==> config.mk <==
export PLATFORM = sky130hd
export DESIGN_NAME = pa_fcnvt_ftoi_rnd_flat
export DESIGN_NICKNAME = d
export VERILOG_FILES = /design/src/rtl/pa_fcnvt_ftoi_rnd_if.sv /design/src/rtl/pa_fcnvt_ftoi_rnd.sv /design/src/flat_wrapper.sv
export SDC_FILE = /design/constraint.sdc
export NUM_CORES = 1
export LEC_CHECK = 0
export BUFFER_PORTS_ARGS = -buffer_cell sky130_fd_sc_hd__buf_2
export CAP_MARGIN = 10
export CORE_MARGIN = 2
export CORE_UTILIZATION = 59
export DETAILED_ROUTE_END_ITERATION = 10
export PLACE_DENSITY = 0.94
export SYNTH_ARGS = -nofsm -noshare
export SYNTH_HDL_FRONTEND = slang
export SYNTH_SLANG_ARGS = --single-unit
==> constraint.sdc <==
create_clock -name cpuclk -period 7.3 [get_ports cpuclk]
set_input_delay 1.095 -clock cpuclk [delete_from_list [all_inputs] [get_ports cpuclk]]
set_output_delay 1.095 -clock cpuclk [all_outputs]
set_load 0.005 [all_outputs]
==> src/rtl/pa_fcnvt_ftoi_rnd_if.sv <==
// Handshake/data bundle between the FTOI shifter, the rounding stage and the FPU result mux.
interface pa_fcnvt_ftoi_rnd_if #(
    parameter int TAG_W = 4
);
    logic             flush;
    logic             in_vld;
    logic             in_rdy;
    logic             in_sign;
    logic [31:0]      in_v_nm;
    logic [24:0]      in_x_nm;
    logic [2:0]       in_rm;
    logic             in_unsigned;
    logic             in_nan;
    logic             in_inf;
    logic             in_ovf;
    logic [TAG_W-1:0] in_tag;
    logic             out_vld;
    logic             out_rdy;
    logic [31:0]      out_data;
    logic             out_nv;
    logic             out_nx;
    logic [TAG_W-1:0] out_tag;

    modport master (
        output flush, in_vld, in_sign, in_v_nm, in_x_nm, in_rm, in_unsigned,
               in_nan, in_inf, in_ovf, in_tag, out_rdy,
        input  in_rdy, out_vld, out_data, out_nv, out_nx, out_tag
    );

    modport slave (
        input  flush, in_vld, in_sign, in_v_nm, in_x_nm, in_rm, in_unsigned,
               in_nan, in_inf, in_ovf, in_tag, out_rdy,
        output in_rdy, out_vld, out_data, out_nv, out_nx, out_tag
    );
endinterface

==> src/rtl/pa_fcnvt_ftoi_rnd.sv <==
// FTOI rounding/saturation: S1 applies the rounding increment, S2 negates and saturates
// into a 32-bit W/WU result with NV/NX, behind a two-stage valid/ready pipe.
module pa_fcnvt_ftoi_rnd #(
    parameter int TAG_W = 4
) (
    input logic              cpuclk,
    input logic              cpurst_b,
    pa_fcnvt_ftoi_rnd_if.slave bus
);
    localparam logic [2:0] RM_RNE = 3'd0;
    localparam logic [2:0] RM_RDN = 3'd2;
    localparam logic [2:0] RM_RUP = 3'd3;
    localparam logic [2:0] RM_RMM = 3'd4;

    logic             s1_vld_q, s1_vld_d, s2_vld_q, s2_vld_d;
    logic [32:0]      s1_mag_q, s1_mag_d;
    logic             s1_nx_q, s1_nx_d, s1_sign_q, s1_sign_d, s1_uns_q, s1_uns_d;
    logic             s1_nan_q, s1_nan_d, s1_inf_q, s1_inf_d, s1_ovf_q, s1_ovf_d;
    logic [TAG_W-1:0] s1_tag_q, s1_tag_d;
    logic [31:0]      out_data_q, out_data_d;
    logic             out_nv_q, out_nv_d, out_nx_q, out_nx_d;
    logic [TAG_W-1:0] out_tag_q, out_tag_d;

    logic s1_adv, s2_adv, s1_load, s2_load;
    logic g, s, inc;
    logic [31:0] pos_sat, neg_sat, res_data;
    logic res_nv, res_nx;

    always_comb begin
        s2_adv  = ~s2_vld_q | bus.out_rdy;
        s1_adv  = ~s1_vld_q | s2_adv;
        s1_load = bus.in_vld & s1_adv & ~bus.flush;
        s2_load = s1_vld_q & s2_adv & ~bus.flush;
        s1_vld_d = bus.flush ? 1'b0 : (s1_adv ? bus.in_vld : s1_vld_q);
        s2_vld_d = bus.flush ? 1'b0 : (s2_adv ? s1_vld_q : s2_vld_q);
    end

    // S1: rounding increment; mag is 33 bits so 0xFFFFFFFF+1 still saturates in S2
    always_comb begin
        g   = bus.in_x_nm[24];
        s   = |bus.in_x_nm[23:0];
        inc = 1'b0;
        case (bus.in_rm)
            RM_RNE:  inc = g & (s | bus.in_v_nm[0]);
            RM_RDN:  inc = bus.in_sign & (g | s);
            RM_RUP:  inc = ~bus.in_sign & (g | s);
            RM_RMM:  inc = g;
            default: inc = 1'b0;
        endcase
        s1_mag_d  = s1_load ? ({1'b0, bus.in_v_nm} + {32'b0, inc}) : s1_mag_q;
        s1_nx_d   = s1_load ? (g | s) : s1_nx_q;
        s1_sign_d = s1_load ? bus.in_sign : s1_sign_q;
        s1_uns_d  = s1_load ? bus.in_unsigned : s1_uns_q;
        s1_nan_d  = s1_load ? bus.in_nan : s1_nan_q;
        s1_inf_d  = s1_load ? bus.in_inf : s1_inf_q;
        s1_ovf_d  = s1_load ? bus.in_ovf : s1_ovf_q;
        s1_tag_d  = s1_load ? bus.in_tag : s1_tag_q;
    end

    // S2: NaN saturates positive regardless of sign; invalid results never report NX
    always_comb begin
        pos_sat  = s1_uns_q ? 32'hFFFF_FFFF : 32'h7FFF_FFFF;
        neg_sat  = s1_uns_q ? 32'h0000_0000 : 32'h8000_0000;
        res_data = s1_sign_q ? (32'd0 - s1_mag_q[31:0]) : s1_mag_q[31:0];
        res_nv   = 1'b1;
        res_nx   = 1'b0;
        if (s1_nan_q) begin
            res_data = pos_sat;
        end else if (s1_inf_q | s1_ovf_q) begin
            res_data = s1_sign_q ? neg_sat : pos_sat;
        end else if (~s1_uns_q & ~s1_sign_q & (s1_mag_q > 33'h0_7FFF_FFFF)) begin
            res_data = 32'h7FFF_FFFF;
        end else if (~s1_uns_q & s1_sign_q & (s1_mag_q > 33'h0_8000_0000)) begin
            res_data = 32'h8000_0000;
        end else if (s1_uns_q & s1_sign_q & (s1_mag_q != 33'd0)) begin
            res_data = 32'h0000_0000;
        end else if (s1_uns_q & ~s1_sign_q & s1_mag_q[32]) begin
            res_data = 32'hFFFF_FFFF;
        end else begin
            res_nv = 1'b0;
            res_nx = s1_nx_q;
        end
        out_data_d = s2_load ? res_data : out_data_q;
        out_nv_d   = s2_load ? res_nv : out_nv_q;
        out_nx_d   = s2_load ? res_nx : out_nx_q;
        out_tag_d  = s2_load ? s1_tag_q : out_tag_q;
    end

    always_ff @(posedge cpuclk or negedge cpurst_b) begin
        if (!cpurst_b) begin
            s1_vld_q   <= 1'b0;
            s2_vld_q   <= 1'b0;
            s1_mag_q   <= '0;
            s1_nx_q    <= 1'b0;
            s1_sign_q  <= 1'b0;
            s1_uns_q   <= 1'b0;
            s1_nan_q   <= 1'b0;
            s1_inf_q   <= 1'b0;
            s1_ovf_q   <= 1'b0;
            s1_tag_q   <= '0;
            out_data_q <= '0;
            out_nv_q   <= 1'b0;
            out_nx_q   <= 1'b0;
            out_tag_q  <= '0;
        end else begin
            s1_vld_q   <= s1_vld_d;
            s2_vld_q   <= s2_vld_d;
            s1_mag_q   <= s1_mag_d;
            s1_nx_q    <= s1_nx_d;
            s1_sign_q  <= s1_sign_d;
            s1_uns_q   <= s1_uns_d;
            s1_nan_q   <= s1_nan_d;
            s1_inf_q   <= s1_inf_d;
            s1_ovf_q   <= s1_ovf_d;
            s1_tag_q   <= s1_tag_d;
            out_data_q <= out_data_d;
            out_nv_q   <= out_nv_d;
            out_nx_q   <= out_nx_d;
            out_tag_q  <= out_tag_d;
        end
    end

    assign bus.in_rdy   = s1_adv;
    assign bus.out_vld  = s2_vld_q;
    assign bus.out_data = out_data_q;
    assign bus.out_nv   = out_nv_q;
    assign bus.out_nx   = out_nx_q;
    assign bus.out_tag  = out_tag_q;
endmodule

==> src/flat_wrapper.sv <==
// flat-port wrapper written by rule: the top's interface ports become plain ports
module pa_fcnvt_ftoi_rnd_flat 
#(
    parameter int TAG_W = 4
)
  (cpuclk, cpurst_b, bus_flush, bus_in_vld, bus_in_sign, bus_in_v_nm, bus_in_x_nm, bus_in_rm, bus_in_unsigned, bus_in_nan, bus_in_inf, bus_in_ovf, bus_in_tag, bus_out_rdy, bus_in_rdy, bus_out_vld, bus_out_data, bus_out_nv, bus_out_nx, bus_out_tag);
  pa_fcnvt_ftoi_rnd_if #(.TAG_W(TAG_W)) bus_i ();
  input logic cpuclk;
  input logic cpurst_b;
  input wire logic [$bits(bus_i.flush)-1:0] bus_flush;
  input wire logic [$bits(bus_i.in_vld)-1:0] bus_in_vld;
  input wire logic [$bits(bus_i.in_sign)-1:0] bus_in_sign;
  input wire logic [$bits(bus_i.in_v_nm)-1:0] bus_in_v_nm;
  input wire logic [$bits(bus_i.in_x_nm)-1:0] bus_in_x_nm;
  input wire logic [$bits(bus_i.in_rm)-1:0] bus_in_rm;
  input wire logic [$bits(bus_i.in_unsigned)-1:0] bus_in_unsigned;
  input wire logic [$bits(bus_i.in_nan)-1:0] bus_in_nan;
  input wire logic [$bits(bus_i.in_inf)-1:0] bus_in_inf;
  input wire logic [$bits(bus_i.in_ovf)-1:0] bus_in_ovf;
  input wire logic [$bits(bus_i.in_tag)-1:0] bus_in_tag;
  input wire logic [$bits(bus_i.out_rdy)-1:0] bus_out_rdy;
  output wire logic [$bits(bus_i.in_rdy)-1:0] bus_in_rdy;
  output wire logic [$bits(bus_i.out_vld)-1:0] bus_out_vld;
  output wire logic [$bits(bus_i.out_data)-1:0] bus_out_data;
  output wire logic [$bits(bus_i.out_nv)-1:0] bus_out_nv;
  output wire logic [$bits(bus_i.out_nx)-1:0] bus_out_nx;
  output wire logic [$bits(bus_i.out_tag)-1:0] bus_out_tag;
  assign bus_i.flush = bus_flush;
  assign bus_i.in_vld = bus_in_vld;
  assign bus_i.in_sign = bus_in_sign;
  assign bus_i.in_v_nm = bus_in_v_nm;
  assign bus_i.in_x_nm = bus_in_x_nm;
  assign bus_i.in_rm = bus_in_rm;
  assign bus_i.in_unsigned = bus_in_unsigned;
  assign bus_i.in_nan = bus_in_nan;
  assign bus_i.in_inf = bus_in_inf;
  assign bus_i.in_ovf = bus_in_ovf;
  assign bus_i.in_tag = bus_in_tag;
  assign bus_i.out_rdy = bus_out_rdy;
  assign bus_in_rdy = bus_i.in_rdy;
  assign bus_out_vld = bus_i.out_vld;
  assign bus_out_data = bus_i.out_data;
  assign bus_out_nv = bus_i.out_nv;
  assign bus_out_nx = bus_i.out_nx;
  assign bus_out_tag = bus_i.out_tag;
  pa_fcnvt_ftoi_rnd #(.TAG_W(TAG_W)) u_core (.cpuclk(cpuclk), .cpurst_b(cpurst_b), .bus(bus_i));
endmodule
==> results.txt, run 1 <==
The number of enable-type register cells in the synthesized netlist works out to 0. The required time at the endpoint of the critical path is 7.57 ns. The logs give 93.3 uV for the peak ir drop on the vdd network and 635 for the number of fill cells. Kind of path behind the tightest hold check: reg2reg. The library cell used most frequently in the layout, excluding fill and tap cells, is sky130_fd_sc_hd__buf_2.

The number of buffers added by the clock tree synthesis step was 9. Once detail routing completed, the nets flagged for antenna violations numbered 0. Clock-pin slew was measured on the worst setup and hold paths at 0.08 ns. The final hold violation count came out at 0. The pre-antenna-repair detailed-routing pass consisted of 5 iterations.

By area, the combinational part of the netlist is dominated by simple AND/OR/NAND/NOR gates. The tools report the design internal power as 908 uW. The register cell area after layout is 2080 sq um. Among all flip-flop cells after synthesis, the most frequent one is sky130_fd_sc_hd__dfrtp_1. When the netlist entered floorplanning its net count stood at 621. At the end of the flow, the number of nets in the layout was 721.

For this design the top-level I/O count stands at 114. Yosys attributes the largest share of cell area to sky130_fd_sc_hd__dfrtp_1 (42%), sky130_fd_sc_hd__o21ai_0 (6.9%), sky130_fd_sc_hd__xor2_1 (5.6%). In the routed design, unresolved DRC markers number 0. The switching share of power was 34.0%; the number of violations of the max-capacitance limit was 0. Setup repair after global routing left no endpoint under its margin. The flop-to-flop setup slack was 4.42 ns. Area share of xor/xnor cells in the synthesized design: 10.6%. The first global-routing pass estimated 19300 um of wire. The multi-input combinational cell area was 2660 sq um. The run finished with clean final reports. The starting DRC count in detailed routing came out at 318. Counting along the longest clock path gives a buffer depth of 2. The total die area was 9030 sq um; the remaining global-route overflow was 0. The repair_antennas step left the layout with diodes totalling 0. Dividing total power by cell area gives a power density of 242 nW/um^2. After Yosys synthesis, and, or, nand and nor cells account for 20.5% of the synthesized area. The global-route usage over all layers was 27.1%. The area added between synthesis and finish is 16.5%.

The die width was 95.0 um; the port buffer count was 113. The number of cells in the finished layout apart from fillers was 749. The weighted congestion at the end of routability-driven global placement is 0.892. After floorplanning, the core was divided into 33 placement rows. The core region is 8130 sq um.

The max-slew violation total from the final report was 0. The run gives 287 MHz as the maximum clock frequency. Entering global routing, the biggest net connects 84 pins. The signal arrival time at the worst endpoint was 3.75 ns.

STA classifies the critical path startpoint as a primary input. At the pin with the least slew margin, the transition time is 1.05 ns. The tools report the mapped cell area as 4890 sq um. In the layout the commonest cells are sky130_fd_sc_hd__buf_2 (112), sky130_fd_sc_hd__dfrtp_1 (83), sky130_fd_sc_hd__o21ai_0 (67), sky130_fd_sc_hd__nand2_1 (56), sky130_fd_sc_hd__nor2_1 (44). The Yosys step of the flow raised 0 warnings. Between clock sinks in the finished design, the worst skew comes to 0.0103 ns. TritonCTS built the clock tree.

The number of antenna violations at the first check in global routing is 0. The later pin in the worst-skew pair is clocked with a latency of 0.36 ns. Summed over all instances, the cell type with the most area after synthesis is sky130_fd_sc_hd__dfrtp_1.

The share of the clock period used by the worst path was 47.7%; the share of the synthesized area in the top cell type was 42.5%. For the portion of total power attributed to the clock network, the log shows 23.9%. Category of the worst setup path capture point: a register.

In this run, post-CTS repair resized a total of 0 instances. Post-CTS timing repair inserted 0 buffers for setup. In the final timing run, aggregate negative setup slack is 0 ns. The netlist uses 54 different library cells.

The via count of the first global-routing pass is 4095, and the fraction of the mapped netlist area in compound gates is 17.6%. The initial cell density of the core was 60.1%; the portion of netlist area occupied by mux cells was 3.66%. The run gives 3 as the maximum level of the CTS H-tree. The share of total power dissipated in sequential elements is 47.5%.

Subtracting the final worst setup slack from the clock period gives 3.48 ns. Counting flops with an async set or reset pin after synthesis yields a share of 100%. The y dimension of the die came out at 95.0 um. After Yosys synthesis, full adders, half adders and majority gates account for 2.05% of the synthesized area. The analysis attributes to net switching a power of 468 uW. The share of the yosys chip area belonging to registers is 42.5%, and the ratio of cells with drive above 1 in the final layout is 25.2%.

The critical-path maximum fanout was 6; the via count of the routed design was 4466. Total instance count after detailed placement: 732. In this run the static leakage power is 0.00238 uW. Counting flops and latches in the post-synthesis netlist gives 83.

In the routed layout, each cell is associated on average with a via count of 5.96. Per report_power, the combinational group accounts for 28.5% of the total. Setup violations remaining at the end of the flow were counted as 0.

Cells fill 70.0% of the core in the end. The post-cts hold buffer count is 0. After legalization and detailed placement, the total HPWL measured 9040 um.

The average instance in the mapped netlist occupies 9.07 sq um. In the final routed layout, each cell accounts on average for 16.0 um. The critical path is of the in2reg type.

The clock net in this run drives a total of 83 sinks. Clock tree synthesis selected as its root buffer the cell sky130_fd_sc_hd__clkbuf_8. Wires add up to 12000 um. Measured against its own limit, the worst slew margin works out to 29.0%.

After technology mapping, the gate count stands at 539.
## Yosys cell counts, drive strengths merged, types with 5 or more instances
cell type and count:
nand2 56, a21oi 27, xnor2 28, or4 5, xor2 31, or2 5, nor3 10, inv 7
clkbuf 24, dfrtp 83, nand4 15, mux2 15, a211oi 18, o31ai 9, nor4 12, o21ai 69
and3 10, nand3 18, ha 8, nor2 46
## through the flow
step	cell area [sq um]	hold WS (ns)	total power (uW)	setup WS (ns)
2_1_floorplan	4890	0.450	876	4.02
3_3_place_gp	5490	0.465	1030	3.63
3_5_place_dp	5490	0.478	1050	3.46
4_1_cts	5690	0.497	1380	3.81
5_1_grt	5690	0.520	1460	3.37
6_report	5690	0.489	1380	3.82
## worst max-delay path, stage by stage
cell	delay [ns]
sky130_fd_sc_hd__buf_2	0.11
sky130_fd_sc_hd__xnor2_1	0.11
sky130_fd_sc_hd__nor3b_1	0.25
sky130_fd_sc_hd__o21a_1	0.16
sky130_fd_sc_hd__o22a_1	0.13
sky130_fd_sc_hd__ha_1	0.21
sky130_fd_sc_hd__ha_1	0.24
sky130_fd_sc_hd__nand2_1	0.13
sky130_fd_sc_hd__nor4_1	0.79
sky130_fd_sc_hd__nand4_1	0.20
sky130_fd_sc_hd__xor2_1	0.18
sky130_fd_sc_hd__o21ai_0	0.16
## metal layers
| layer | up-vias | GRT usage (%) | part of all wire (%) |
|---|---|---|---|
| li1 | 2138 | - | - |
| met1 | 2139 | 37.6 | 45 |
| met2 | 168 | 44.0 | 48 |
| met3 | 21 | 4.58 | 5.7 |
| met4 | 0 | 8.45 | 1.8 |
| met5 | - | 0 | 0 |
## power by group through the flow
stage	sequential, uW	combinational, uW	clock [uW]
4_1_cts	650	395	333
6_report	654	393	329
3_3_place_gp	652	375	0
5_1_grt	665	439	354
2_1_floorplan	644	232	0
3_5_place_dp	659	392	0
## final cells by class
type / instances / area share, %
Timing Repair Buffer: 117 / 10.5
Inverter: 7 / 0.461
Multi-Input combinational cell: 421 / 46.7
Clock inverter: 7 / 1.36
Sequential cell: 83 / 36.5
Tap cell: 105 / 2.31
Clock buffer: 9 / 2.18
## path summary, 6_finish.rpt
path	startpoint	to	cells past startpoint
worst max-delay path	bus_in_sign	u_core.s1_mag_q[30]	12
worst max register to register	u_core.s1_mag_q[1]	u_core.bus.out_data[30]	8
min in group asynchronous	cpurst_b	u_core.s1_nx_q	1
max in group asynchronous	cpurst_b	u_core.bus.out_data[29]	1
worst min register to register	u_core.s1_nx_q	u_core.bus.out_nx	1
worst min-delay path	u_core.s1_nx_q	u_core.bus.out_nx	1
## flip-flops by register name, indices dropped and copies added (netlist names), 4 cells and up
signal               cells
u_core.bus.out_data     32
u_core.bus.out_tag       4
u_core.s1_mag_q         33
u_core.s1_tag_q          4
## cell families after synthesis
group | Yosys count
buffers and inverters | 35
AO/OA/AOI/OAI | 139
AND/OR/NAND/NOR | 199
adder cells (fa/ha/maj) | 8
flip-flops | 83
multiplexers | 16
XOR/XNOR | 59
(Power assumes the default switching activity.)
==> run 2: changes to the inputs <==
--- a/config.mk
+++ b/config.mk
@@ -8,9 +8,9 @@
 export BUFFER_PORTS_ARGS = -buffer_cell sky130_fd_sc_hd__buf_2
 export CAP_MARGIN = 10
 export CORE_MARGIN = 2
-export CORE_UTILIZATION = 59
+export CORE_UTILIZATION = 49
 export DETAILED_ROUTE_END_ITERATION = 10
-export PLACE_DENSITY = 0.94
+export PLACE_DENSITY = 0.85
 export SYNTH_ARGS = -nofsm -noshare
 export SYNTH_HDL_FRONTEND = slang
 export SYNTH_SLANG_ARGS = --single-unit
==> constraint.sdc (replaced) <==
create_clock -name cpuclk -period 2.8 [get_ports cpuclk]
set_input_delay 0.42 -clock cpuclk [delete_from_list [all_inputs] [get_ports cpuclk]]
set_output_delay 0.42 -clock cpuclk [all_outputs]
set_load 0.005 [all_outputs]
==> results.txt, run 2 (synthesized netlist as in run 1, its figures left out) <==
The run finished with clean final reports. The final HPWL from detailed placement is 9520 um (+5.2%), and the number of endpoints failing setup at the final stage is 0 (unchanged). The logs give 0.182 ns (-3.63 ns) for the setup slack of the critical path after layout and 0.0122 ns (+0.00191 ns) for the worst clock skew on the final layout. The tools report the post-route standard cell area excluding fillers as 5930 sq um (+4.1%).

Launching element of the worst setup path: u_core.s1_mag_q[21]. For the number of placement rows, the log shows 36 (+9.1%). The peak ir drop on the vdd network is 430 uV (+360%), and the port buffer count is 113 (unchanged).

After global routing, the most crowded layer is met2. Total die area: 10800 sq um (+20%). The tools report the cell chosen for the clock root as sky130_fd_sc_hd__clkbuf_8. The signal arrival time at the worst endpoint was 2.87 ns (-0.88 ns). Relative to the synthesized area, the layout overhead comes to 21.2%.

The logs give 38.9% (-5.1 points) for the met2 usage and 50.3% (-9.9 points) for the initial cell density of the core. The routed length per placed instance is 15.8 um (-1.0%), and the global-route usage over all layers is 23.3% (-3.9 points). The logs give 83 (unchanged) for the TritonCTS sink count and 0 (unchanged) for the number of antenna violations at the first check in global routing. The number of buffers added by the clock tree synthesis step was 9 (unchanged).

TritonCTS built the clock tree. The logs give 0 (unchanged) for the number of design rule violations left after detail routing and 12600 um (+4.9%) for the routed wire length. The placement-stage worst setup slack was -0.293 ns (-3.75 ns); the number of diodes was 0 (unchanged). The critical-path maximum fanout was 15 (+9).

The category of the worst setup path launch point is a register. The met1 demand-to-capacity share in global routing came out at 30.9% (-6.7 points). The clock input transition at the sequential cells of the worst setup and hold paths is 0.09 ns (about the same), and the max-slew violation total from the final report is 0 (unchanged). The number of nets in the finished design is 738 (+2.4%). For the total instance count after detailed placement, the log shows 777 (+6.1%). STA classifies the critical path endpoint as a register. The maximum level of the CTS H-tree was 3 (unchanged). Counting flops per register, the top entry is u_core.s1_mag_q. The tools report the accumulated negative setup slack as 0 ns (unchanged). The library cell used most frequently in the layout, excluding fill and tap cells, is sky130_fd_sc_hd__buf_2. The ratio of cells with drive above 1 in the final layout was 27.7% (+2.5 points).

The tools report the remaining antenna violation count as 0 (unchanged). Die width: 104 um (+9.3%). In the layout the commonest cells are sky130_fd_sc_hd__buf_2 (112), sky130_fd_sc_hd__dfrtp_1 (83), sky130_fd_sc_hd__o21ai_0 (67), sky130_fd_sc_hd__nand2_1 (56), sky130_fd_sc_hd__nor2_1 (44).

The clock latency on the worst-skew pair was 0.36 ns (about the same); the switching share of power was 33.0% (-0.93 points). The post-detailed-route via-to-cell ratio works out to 5.70 (-4.3%). The power spent charging and discharging nets is 1240 uW (+170%), and the final period demand of the worst path is 2.62 ns.

The tools report the via count of the first global-routing pass as 4305 (+5.1%). The critical path is of the reg2reg type. The number of search-and-repair iterations in the first detailed-routing pass is 5 (unchanged).

The worst register-to-register path begins at u_core.s1_mag_q[21]. The portion of total power attributed to the clock network came out at 26.2% (+2.3 points). The logs give 0 (unchanged) for the number of violations of the max-capacitance limit and 340 (+6.9%) for the starting DRC count in detailed routing. The maximum number of buffers from clock root to sink was 2 (unchanged). The part of the total power dissipated in combinational logic is 29.0% (+0.5 points). The run gives 5660 sq um (+3.2%) as the cell area reported after detailed placement. The remaining max-slew budget at the tightest pin came out at 34.2% (+5.2 points). Among all stages on the critical path, the largest delay is contributed by sky130_fd_sc_hd__or4_1. The pin count of the biggest net entering global routing came out at 84 (unchanged). The share of the clock period used by the worst path came out at 93.5%. The via count of the routed design is 4529 (+1.4%).

The maximum cell stage delay along the critical path was 0.60 ns (-0.19 ns); the weighted congestion at the end of routability-driven global placement was 0.868 (-2.7%). The maximum clock frequency is 382 MHz. The flip-flop count of the largest register after layout came out at 33 (unchanged). For the post-cts hold buffer count, the log shows 0 (unchanged). The design internal power is 2520 uW (+180%), and the final hold violation count is 0 (unchanged). The path class of the tightest hold or removal check is in2async. The met3 track utilization from global routing is 4.45% (-0.14 points). The standard cell core area came out at 9730 sq um (+20%).

The number of fill cells is 855 (+35%), and the actual transition at the worst max-transition pin is 0.987 ns (-0.0680 ns). The leakage power was 0.00250 uW (+5.0%); the power share of the sequential group was 44.8% (-2.7 points). The required time at the endpoint of the critical path was 3.06 ns (-4.51 ns).

The global-route wire length before repair was 20800 um (+8.2%); the y dimension of the die was 104 um (+9.3%). The signal on the critical path passes through or4_1 -> or4b_4 -> nor2_2 -> a21o_2 -> a21oi_2 -> a211oi_1. Setup repair after global routing left no endpoint under its margin. The areal power density over the cells is 635 nW/um^2 (+160%). The tools report the remaining global-route overflow as 0 (unchanged). The number of cells in the finished layout apart from fillers was 794 (+6.0%). Count of pins on the block boundary: 114 (unchanged).
==> run 2: cell count changes in the layout (fill, tap and decap cells not counted) <==
cell and delta:
sky130_fd_sc_hd__nor4_2 +4, sky130_fd_sc_hd__buf_12 +1, sky130_fd_sc_hd__buf_4 +16, sky130_fd_sc_hd__clkinvlp_4 -4, sky130_fd_sc_hd__bufinv_16 +1, sky130_fd_sc_hd__inv_6 -1
sky130_fd_sc_hd__nor4_1 -4, sky130_fd_sc_hd__inv_8 +1, sky130_fd_sc_hd__clkinv_4 +2, sky130_fd_sc_hd__clkbuf_8 +1
==> run 2: repair_timing <==
| item | in CTS | in global routing |
|---|---|---|
| resized for setup | 0 | 4 |
| endpoints found under the setup margin | 0 | 12 |
| buffers inserted | 0 | 0 |
==> run 2: worst max-delay path: cells and delay by family, from the launching register on <==
family | cells | cell delay (ns)
AND/OR/NAND/NOR | 3 | 1.34
flip-flops | 1 | 0.47
AO/OA/AOI/OAI | 3 | 0.71
==> run 2: metrics by stage <==
| stage | util, % | total power, uW | hold WS, ns |
|---|---|---|---|
| 6_report | 60.9 | 3760 | 0.231 |
| 5_1_grt | 60.9 | 3990 | 0.258 |
| 4_1_cts | 60.6 | 3770 | 0.242 |
| 3_5_place_dp | 58.2 | 2790 | 0.492 |
| 3_3_place_gp | 58.2 | 2720 | 0.482 |
| 2_1_floorplan | - | 2280 | 0.124 |
==> run 2: path summary, 6_finish.rpt <==
check	cells after the start	slack, ns	end
setup / recovery	6	0.18	u_core.bus.out_data[30]
hold / removal	1	0.23	u_core.bus.out_nx
hold reg to reg	2	0.50	u_core.bus.out_nv
min in group cpuclk	2	0.25	u_core.bus.out_vld
setup reg to reg	6	0.18	u_core.bus.out_data[30]
max in group asynchronous	1	1.95	u_core.s1_tag_q[0]
==> run 2: cell type report <==
| cell class | count | area [sq um] | share of cell area (%) |
|---|---|---|---|
| Clock buffer | 10 | 138 | 2.32 |
| Sequential cell | 83 | 2080 | 35.0 |
| Clock inverter | 6 | 97.6 | 1.65 |
| Multi-Input combinational cell | 421 | 2690 | 45.3 |
| Inverter | 7 | 26.3 | 0.443 |
| Timing Repair Buffer | 134 | 738 | 12.5 |
| Tap cell | 133 | 166 | 2.81 |
==> run 2: layer usage <==
layer | vias up | part of all wire (%)
li1 | 2177 | -
met1 | 2169 | 43
met2 | 160 | 49
met3 | 23 | 5.8
met4 | 0 | 1.8
met5 | - | 0
==> run 2: power groups by stage <==
| stage | registers (uW) | logic, uW | clock network (uW) |
|---|---|---|---|
| 2_1_floorplan | 1680 | 605 | 0 |
| 3_3_place_gp | 1690 | 1040 | 0 |
| 3_5_place_dp | 1700 | 1080 | 0 |
| 4_1_cts | 1680 | 1090 | 994 |
| 5_1_grt | 1720 | 1220 | 1050 |
| 6_report | 1690 | 1090 | 985 |
